--- config.mk ---
export PLATFORM = sky130hd
export DESIGN_NAME = tdm_demux8_rx
export DESIGN_NICKNAME = d
export VERILOG_FILES = /design/src/rtl/tdm_demux8_rx.sv
export SDC_FILE = /design/constraint.sdc
export NUM_CORES = 1
export LEC_CHECK = 0
export ABC_CLOCK_PERIOD_IN_PS = 3200
export CAP_MARGIN = 40
export CORE_MARGIN = 2
export CORE_UTILIZATION = 63
export DETAILED_ROUTE_END_ITERATION = 7
export DONT_BUFFER_PORTS = 1
export PLACE_DENSITY = 0.89
export SETUP_SLACK_MARGIN = 0.02
export SLEW_MARGIN = 40
export SYNTH_ARGS = -nofsm -noshare
export SYNTH_HDL_FRONTEND = slang
export SYNTH_SLANG_ARGS = --single-unit
--- constraint.sdc ---
create_clock -name clk -period 3.2 [get_ports clk]
set_input_delay 0.64 -clock clk [delete_from_list [all_inputs] [get_ports clk]]
set_output_delay 0.64 -clock clk [all_outputs]
set_load 0.1 [all_outputs]
--- src/rtl/tdm_demux8_rx.sv ---
// tdm_demux8_rx
// Receive end of the 8:1 TDM link. Serial slot bits are written into a
// shadow word at the current slot index; when slot N-1 arrives the full
// word is published on dout with a one-cycle dout_valid pulse. A
// frame_start seen mid-frame aborts the partial frame (frame_err pulse)
// and restarts collection with that bit as slot 0.
//
// Handshake: din/frame_start are qualified by din_valid only. There is no
// ready; the receiver accepts every beat. A cycle with din_valid=0 is a
// stall in which all state holds. The dout/dout_valid pair is a
// valid-only output as well: consumers must take dout on the pulse.
//
// FSM visibility: busy is high exactly in COLLECT, and slot exposes the
// write index, so the full control state is observable on the ports.

module tdm_demux8_rx #(
  parameter int N     = 8,
  parameter int SEL_W = 3
) (
  input  logic             clk,
  input  logic             rst,
  input  logic             din,
  input  logic             din_valid,
  input  logic             frame_start,
  output logic [SEL_W-1:0] slot,
  output logic             busy,
  output logic [N-1:0]     dout,
  output logic             dout_valid,
  output logic             frame_err
);

  typedef enum logic {
    IDLE    = 1'b0,
    COLLECT = 1'b1
  } state_t;

  localparam logic [SEL_W-1:0] LAST_SLOT = SEL_W'(N - 1);
  localparam logic [SEL_W-1:0] ONE_SLOT  = SEL_W'(1);

  state_t           state, state_n;
  logic [SEL_W-1:0] slot_q, slot_n;
  logic [N-1:0]     shadow, shadow_n;
  logic [N-1:0]     dout_q, dout_n;
  logic             dv_q, dv_n;
  logic             err_q, err_n;

  // A beat is any cycle carrying a slot bit.
  logic beat;
  assign beat = din_valid;

  // State and datapath registers; reset discards any partial frame.
  always_ff @(posedge clk) begin
    if (rst) begin
      state  <= IDLE;
      slot_q <= '0;
      shadow <= '0;
      dout_q <= '0;
      dv_q   <= 1'b0;
      err_q  <= 1'b0;
    end else begin
      state  <= state_n;
      slot_q <= slot_n;
      shadow <= shadow_n;
      dout_q <= dout_n;
      dv_q   <= dv_n;
      err_q  <= err_n;
    end
  end

  // Next-state, slot write and publish decisions.
  always_comb begin
    state_n  = state;
    slot_n   = slot_q;
    shadow_n = shadow;
    dout_n   = dout_q;
    dv_n     = 1'b0;
    err_n    = 1'b0;

    unique case (state)
      IDLE: begin
        // Only a frame_start beat opens a frame; stray bits are dropped.
        if (beat && frame_start) begin
          shadow_n[0] = din;
          slot_n      = ONE_SLOT;
          state_n     = COLLECT;
        end
      end

      COLLECT: begin
        if (beat) begin
          if (frame_start) begin
            // Early restart: abandon the partial frame, this bit is slot 0.
            err_n       = 1'b1;
            shadow_n[0] = din;
            slot_n      = ONE_SLOT;
          end else if (slot_q == LAST_SLOT) begin
            // Last slot: publish shadow with din in the top position.
            dout_n        = shadow;
            dout_n[N-1]   = din;
            dv_n          = 1'b1;
            slot_n        = '0;
            state_n       = IDLE;
          end else begin
            shadow_n[slot_q] = din;
            slot_n           = slot_q + ONE_SLOT;
          end
        end
      end

      default: begin
        state_n = IDLE;
        slot_n  = '0;
      end
    endcase
  end

  // Outputs are straight from registers.
  assign slot       = slot_q;
  assign busy       = (state == COLLECT);
  assign dout       = dout_q;
  assign dout_valid = dv_q;
  assign frame_err  = err_q;

endmodule

==> results.toml <==
[status]
status = "complete, no violations"

[placed_design]
gp_congestion = 0.753
portBuffers = 0
dp_hpwl_mm = 1.14
dpl_cell_area_um2 = 943

[global_routing]
grt_usage = 0.199
grt_antenna_before_repair = 0
grt_pass1_wl_mm = 2.70
grt_pass1_vias = 653
grt_max_degree = 23
overflow = 0

[route]
routed_wl_mm = 1.63
route.detailed.drc = 0
vias = 709
avgViaCountPerCell = 5.91
wire_per_inst_um = 13.6
ant_nets = 0
dr.first_iter.drc_count = 20
first_pass_iters = 4

[timing]
maxSlewViolCount = 0
finalCritPeriodShare = 0.517
fin_skew_ps = 6.03
max_freq_mhz = 604
tns_ps = 0
setup_viol = 0
timing.slew.headroom = 0.649
min_period_ps = 1660
tightest_slew_ps = 526
rsz0062_at_grt = "false"
hold_violations = 0

[worst_setup_path]
cp.arrival_ps = 1020
worstSetupPathType = "flop to output pin"
crit_path_end_kind = "output pin"
cp_cell_sequence = "buf_4"
worstPathBufferInverterCount = 1
r2r-end = "dout[7]"
r2r_cells = 5
max_stage_delay_ps = 360
start_kind = "flop"
crit_family = "flip-flops"
rrSetupSlack_ps = 1570
cpMaxStageDelayCell = "dfxtp_1"
timing.rr.start = "slot[2]"
crit_path_max_fanout = 8
required_ps = 2560

[synth]
synth.yosys.warnings = 0
synth_cells = 102
ys_ff_latch = 21
syn_nets = 110
synth_cell_types = 26
avgSynthCellArea_um2 = 8.97
syn-cell-area_um2 = 915
ys_seq_area_frac = 0.460

[finish]
drive_above_1_share = 0.181
nFillCells = 102
most-common-layout-cells = "nand2_1 (21), dfxtp_1 (11), a21oi_1 (10), dfxtp_2 (10), nand2b_1 (8)"
diodes = 0
area_growth_pct = 6.02
nets = 114
utilization = 0.727
layout.cells.most_common = "nand2_1"
design_area_um2 = 970

[floorplan]
die_y_um = 42.1
die_x_um = 42.1
ios = 19
std_cell_rows = 13
core_um2 = 1330
die_area_um2 = 1770
initial_utilization = 0.686

[pwr]
comb_power_share = 0.088
leakage_uw = 0.000393
total_power_uw = 435
irDropWorstVdd_v = 0.000255
p_sw_frac = 0.254
p_switching_uw = 111
internal-power_uw = 325
powerDensity_nw_per_um2 = 449
p_seq_frac = 0.614
power_frac_clock = 0.298

[cts]
cts_max_level = 1
cts_tree = "built"
cts_setup_buffers = 0
cts_resized = 0
cts_max_path_buffers = 2
cts.sinks = 21
cts-root-buf = "clkbuf_4"
clkSlewWorstSetupHoldPaths_ps = 110
clk_latency_ps = 310
holdBufCountCts = 0
cts_made_buffers = 3

[min_path]
hold_end = "dout[3]"
hp-class = "input pin to flop"
holdPathStages = 1
min_from = "rst"

[run]
max-cap-violations = 0
## per-stage QoR
stage / instances / hold WS [ps] / setup slack, ps
after detailed placement: 116 / 434 / 1580
final: 120 / 368 / 1540
after CTS: 120 / 365 / 1540
after floorplan: 102 / 432 / 1110
after global routing: 120 / 367 / 1420
after global placement: 116 / 435 / 1600
## cell families after synthesis
family,count (synthesis),share of synthesized area
AO/OA/AOI/OAI,15,0.0917
adder cells (fa/ha/maj),3,0.0410
buffers and inverters,6,0.0397
flip-flops,21,0.460
multiplexers,7,0.0766
AND/OR/NAND/NOR,50,0.291
## area by class of cell
cell class,count,area (um2),share of cell area
Multi-Input combinational cell,75,458,0.472
Timing Repair Buffer,4,30.0,0.0310
Inverter,1,3.75,0.00387
Clock buffer,4,26.3,0.0271
Tap cell,15,18.8,0.0194
Sequential cell,21,433,0.446
## power by group through the flow
stage / Clock (uW) / Combinational, uW / Sequential, uW
2_1_floorplan: 0 / 22.2 / 289
3_3_place_gp: 0 / 36.9 / 273
3_5_place_dp: 0 / 38.2 / 273
4_1_cts: 130 / 38.3 / 267
5_1_grt: 136 / 41.6 / 267
6_report: 130 / 38.4 / 267
## synth_stat cells, drive strengths merged
master,n,area [um2]
a21boi,1,7.51
a21oi,10,50.1
a22oi,1,7.51
a32oi,1,8.76
and2,1,6.26
and3b,2,21.3
and4b,1,10.0
buf,5,32.5
dfxtp,21,420
ha,3,37.5
inv,1,3.75
mux2i,7,70.1
nand2,21,78.8
nand2b,8,50.1
nand3,2,10.0
nand4,4,25.0
nand4b,1,8.76
nor2,4,17.5
nor2b,2,12.5
nor3,1,5.00
nor3b,2,15.0
nor4,1,6.26
o21ai,2,10.0
## sequential cells by signal, summed over array words and instances (netlist names)
| name | flops |
|---|---|
| dout | 8 |
| shadow | 7 |
| slot | 3 |
| busy | 1 |
| dout_valid | 1 |
| frame_err | 1 |
## metal layers
| layer | up-vias | wire (um) | GRT usage |
|---|---|---|---|
| li1 | 355 | - | - |
| met1 | 330 | 747 | 0.240 |
| met2 | 19 | 753 | 0.334 |
| met3 | 5 | 85 | 0.0345 |
| met4 | 0 | 44 | 0.113 |
| met5 | - | 0 | 0 |
## worst max path at each step
stage	startpoint	to	slack (ps)	depth (start not counted)
after floorplan	slot[0]	dout[0]	1110	5
after global placement	slot[2]	dout[7]	1600	5
after CTS	slot[0]	slot[0]	1540	1
final	slot[0]	slot[0]	1540	1
after global routing	slot[2]	dout[1]	1420	5
after detailed placement	slot[2]	dout[7]	1580	5
## worst reg2reg max path: cells and delay by family (launching register included)
| family | cells | cell delay [ps] |
|---|---|---|
| AOI/OAI and AO/OA | 1 | 80 |
| adders and majority gates | 1 | 270 |
| buffers and inverters | 1 | 320 |
| DFF | 1 | 330 |
| and+or+nand+nor | 2 | 530 |
Power figures use the tool's default switching activity.
==> edit 1, RTL diff (same settings) <==
`dout_q` no longer has a reset.
--- a/src/rtl/tdm_demux8_rx.sv
+++ b/src/rtl/tdm_demux8_rx.sv
@@ -54,17 +54,19 @@
       state  <= IDLE;
       slot_q <= '0;
       shadow <= '0;
-      dout_q <= '0;
       dv_q   <= 1'b0;
       err_q  <= 1'b0;
     end else begin
       state  <= state_n;
       slot_q <= slot_n;
       shadow <= shadow_n;
-      dout_q <= dout_n;
       dv_q   <= dv_n;
       err_q  <= err_n;
     end
+  end
+
+  always_ff @(posedge clk) begin
+    dout_q <= dout_n;
   end
 
   // Next-state, slot write and publish decisions.
Behaviour: differs if rst is asserted again (counterexample within 10 cycles, from zero or initial values and one cycle with rst high); with rst held inactive, the same outputs for 10 cycles.
==> edit 1 against the unedited design <==
- synthesized area fell by 5.2%
- sequential power rose by 6%
- power rose by 0.74%
- wire length fell by 21%
- sequential cell count did not move
- final area fell by 3.7%
- combinational power fell by 7.6%
- worst setup slack got worse by 0.22 ns
- critical path type unchanged
- largest cell class is now sequential cells
- highest routed layer unchanged
==> edit 1: results (changes against the unedited design) <==
| Metric | Value |
|---|---|
| Hold EP | `busy` |
| Worst skew pair latency | `0.29 ns (-0.02 ns)` |
| Post-synthesis cell count | `71 (-30%)` |
| Worst VDD drop | `251 µV (-1.4%)` |
| Cells after DPL | `89 (-23%)` |
| Compound-Gate Fraction of Synth Area | `0.0707 (-0.0209)` |
| Sw Pwr | `101 µW (-9.0%)` |
| WHS | `0.399 ns (+0.0315 ns)` |
| Period utilization | `0.587 (+0.0698)` |
| Fill cells | `100 (-2.0%)` |
| Largest net degree at the start of global routing | `12 (-48%)` |
| WL/cell | `13.8 µm (+1.7%)` |
| Adder-Cell Fraction of Synth Area | `0.0433 (+0.00225)` |
| First-pass GRT wire length | `2.06 mm (-24%)` |
| Vias/cell | `5.95 (+0.64%)` |
| DP HPWL | `962 µm (-16%)` |
| # nets final | `87 (-24%)` |
| Syn Nets | `79 (-28%)` |
| CP Data Arrival Time | `1.24 ns (+0.22 ns)` |
| Run status | `finished, final reports clean` |
| DRT Pass-1 Iters | `2 (-2)` |
| Slew HR | `0.411 (-0.238)` |
| Internal | `338 µW (+4.1%)` |
| Post-synth EDFFs | `8 (+8)` |
| Main area contributors after synthesis | `dfxtp_1 30%, edfxtp_1 28%, mux2i_1 6.9%, nand2_1 5.2%, ha_1 4.3%` |
| Share of power burned in registers | `0.649 (+0.035)` |
| Leak | `0.000361 µW (-8.1%)` |
| Routed WL | `1.29 mm (-21%)` |
| Clock skew | `0.00603 ns (+0.00000327 ns)` |
| Routability cong. | `0.741 (-1.7%)` |
| R2R Path Start | `slot[0]` |
| Worst R2R End | `shadow[4]` |
| Layout cells sized above 1 | `0.167 (-0.0143)` |
| Pre-CTS WS | `1.47 ns (-0.104 ns)` |
| DP Area | `907 µm² (-3.8%)` |
| Final core utilization | `0.717 (-0.00971)` |
| Worst-path fanout max | `1 (-7)` |
## edit 1: cell count changes in the layout (fill, tap and decap cells not counted), moves of 3 or more
cell,unedited run,this run
nand2b_1,8,0
edfxtp_1,0,8
nand4_1,4,1
nand2_1,21,12
dfxtp_2,10,2
a21oi_1,10,2
## edit 1: layout make-up
class / instances / share of cell area
tap: 15 / 0.0201
clock buffer: 4 / 0.0282
timing repair buffer: 4 / 0.0322
multi-input combinational: 47 / 0.373
inverter: 2 / 0.00804
sequential: 21 / 0.539
## edit 1: metal layers
metal | share of wire | track usage | vias up
li1 | - | - | 282
met5 | 0 | 0 | -
met1 | 0.48 | 0.226 | 253
met2 | 0.47 | 0.305 | 16
met3 | 0.037 | 0.0652 | 2
met4 | 0.0093 | 0.0726 | 0
## edit 1: worst reg2reg max path, cell delays in order, from the launching register on
cell	delay, ns
dfxtp_1	0.41
ha_1	0.26
ha_1	0.20
and4bb_1	0.37
and4bb_2	0.27
mux2i_1	0.17
==> edit 2, RTL diff (config.mk and constraints unchanged) <==
Without the edit above. `SEL_W`: 3 -> 2.
--- a/src/rtl/tdm_demux8_rx.sv
+++ b/src/rtl/tdm_demux8_rx.sv
@@ -15,7 +15,7 @@
 
 module tdm_demux8_rx #(
   parameter int N     = 8,
-  parameter int SEL_W = 3
+  parameter int SEL_W = 2
 ) (
   input  logic             clk,
   input  logic             rst,
Interface: changed (resized slot); port bits go from 19 to 18. No check against the original RTL was run, so the function may have changed too.
==> edit 2 against the unedited design <==
- power is 23% lower
- global-route usage is 0.92 points lower
- wire length is 35% lower
- final area is 29% lower
- sequential cell count is 7 lower
- non-clock buffer count is 1 lower
- first-iteration DRC count is 35% higher
- synthesized area is 28% lower
- worst setup slack worse by 0.16 ns
==> edit 2: results (changes against the unedited design) <==
| Metric | Value |
|---|---|
| Run status | `finished, final reports clean` |
| CTS clk-pin slew, worst paths | `0.13 ns (+0.02 ns)` |
| GRT Overall Usage | `0.190 (-0.00924)` |
| Worst R2R End | `dout[3]` |
| I/O Buffers | `0 (unchanged)` |
| Routability cong. | `0.775 (+2.9%)` |
| Initial DRC Count | `27 (+35%)` |
| # nets final | `81 (-29%)` |
| Leak | `0.000337 µW (-14%)` |
| Number of global-route vias before repair | `395 (-40%)` |
| R2R setup slack | `1.68 ns (+0.11 ns)` |
| Worst skew pair latency | `0.26 ns (-0.05 ns)` |
| Largest net degree at the start of global routing | `11 (-52%)` |
| Cell variety after synth | `20 (-23%)` |
| Post-synthesis cell count | `67 (-34%)` |
| Ant diodes | `0 (unchanged)` |
| Cells after DPL | `79 (-32%)` |
| Vias/cell | `5.33 (-9.9%)` |
| Ys async rst share | `0 (unchanged)` |
| Sequential share of the synthesized area | `0.427 (-0.0322)` |
| Worst VDD drop | `286 µV (+12%)` |
| WHS | `0.419 ns (+0.0517 ns)` |
| CP max stage delay | `0.55 ns (+0.19 ns)` |
| CTS buffer count | `3 (unchanged)` |
| Worst-path fanout max | `9 (+1)` |
| Hold EP | `slot[1]` |
| CP max-delay cell | `dfxtp_1` |
| H-tree depth | `1 (unchanged)` |
| Family with the most delay on the worst path | `flip-flops` |
| CP Data Arrival Time | `1.18 ns (+0.16 ns)` |
| Commonest cells post-synth | `14 x dfxtp_1, 10 x nand2_1, 5 x ha_1, 5 x o21ai_0` |
| Max FFs per register | `5 (-3)` |
| Hold Fails Final Rpt | `0 (unchanged)` |
| Layout cells sized above 1 | `0.214 (+0.0333)` |
| Routed WL | `1.07 mm (-35%)` |
| Number of antenna violations at the first check in global routing | `0 (unchanged)` |
| First-pass GRT wire length | `1.71 mm (-37%)` |
| DP HPWL | `805 µm (-30%)` |
| Slew HR | `0.645 (-0.00405)` |
| DP Area | `658 µm² (-30%)` |
| WL/cell | `12.8 µm (-5.7%)` |
| Clock skew | `0.00432 ns (-0.00171 ns)` |
| DRT Pass-1 Iters | `4 (unchanged)` |
| Hold Crit Start | `rst` |
| R2R Path Start | `slot[0]` |
| Main area contributors after synthesis | `dfxtp_1 43%, ha_1 9.5%, mux2i_1 6.1%, nand2_1 5.7%, buf_4 4.6%` |
| Root buffer cell | `clkbuf_2` |
## edit 2: changes by cell type in the layout (fill, tap and decap cells not counted), sizes merged, moves of 3 or more
cell / unedited run / this run
nand2b: 8 / 1
nand2: 21 / 10
a21oi: 10 / 4
conb: 0 / 3
o21ai: 2 / 5
mux2i: 7 / 4
nand4: 4 / 0
dfxtp: 21 / 14
## edit 2: logic make-up (layout without fill, tap and decap cells)
group / Yosys count / in the layout / share of synthesized area
AND/OR/NAND/NOR: 24 / 24 / 0.229
buffers and inverters: 9 / 10 / 0.0973
multiplexers: 4 / 4 / 0.0611
flip-flops: 14 / 14 / 0.427
AO/OA/AOI/OAI: 10 / 10 / 0.0840
adder cells (fa/ha/maj): 5 / 5 / 0.0954
other: 1 / 3 / 0.00572
## edit 2: cell type report
| class | instances | area (µm²) |
|---|---|---|
| inverters | 3 | 11.3 |
| multi-input cells | 46 | 319 |
| well taps | 13 | 16.3 |
| clock buffers | 4 | 28.8 |
| flip-flops and latches | 14 | 289 |
| fillers | 70 | 263 |
| repair buffers | 3 | 22.5 |
## edit 2: metal layers
metal | vias to the layer above | global-route usage | wire length, µm
met2 | 14 | 0.299 | 553
met1 | 200 | 0.233 | 455
met4 | 0 | 0.115 | 0
li1 | 228 | - | -
met3 | 0 | 0.0438 | 56
met5 | - | 0 | 0
## edit 2: worst max path at each step
stage / from / endpoint / slack (ns)
floorplan: slot[0] / shadow[1] / 1.31
global placement: dout[3] / dout[3] / 1.63
detailed placement: slot[0] / dout[3] / 1.68
CTS: busy / busy / 1.38
global route: busy / busy / 1.32
finish: busy / busy / 1.38
## edit 2: report_power, final
group          switching, µW  leakage [µW]  internal (µW)
sequential              4.64      0.000117            177
clock                   54.1     0.0000197           51.1
combinational           38.3      0.000201           8.48
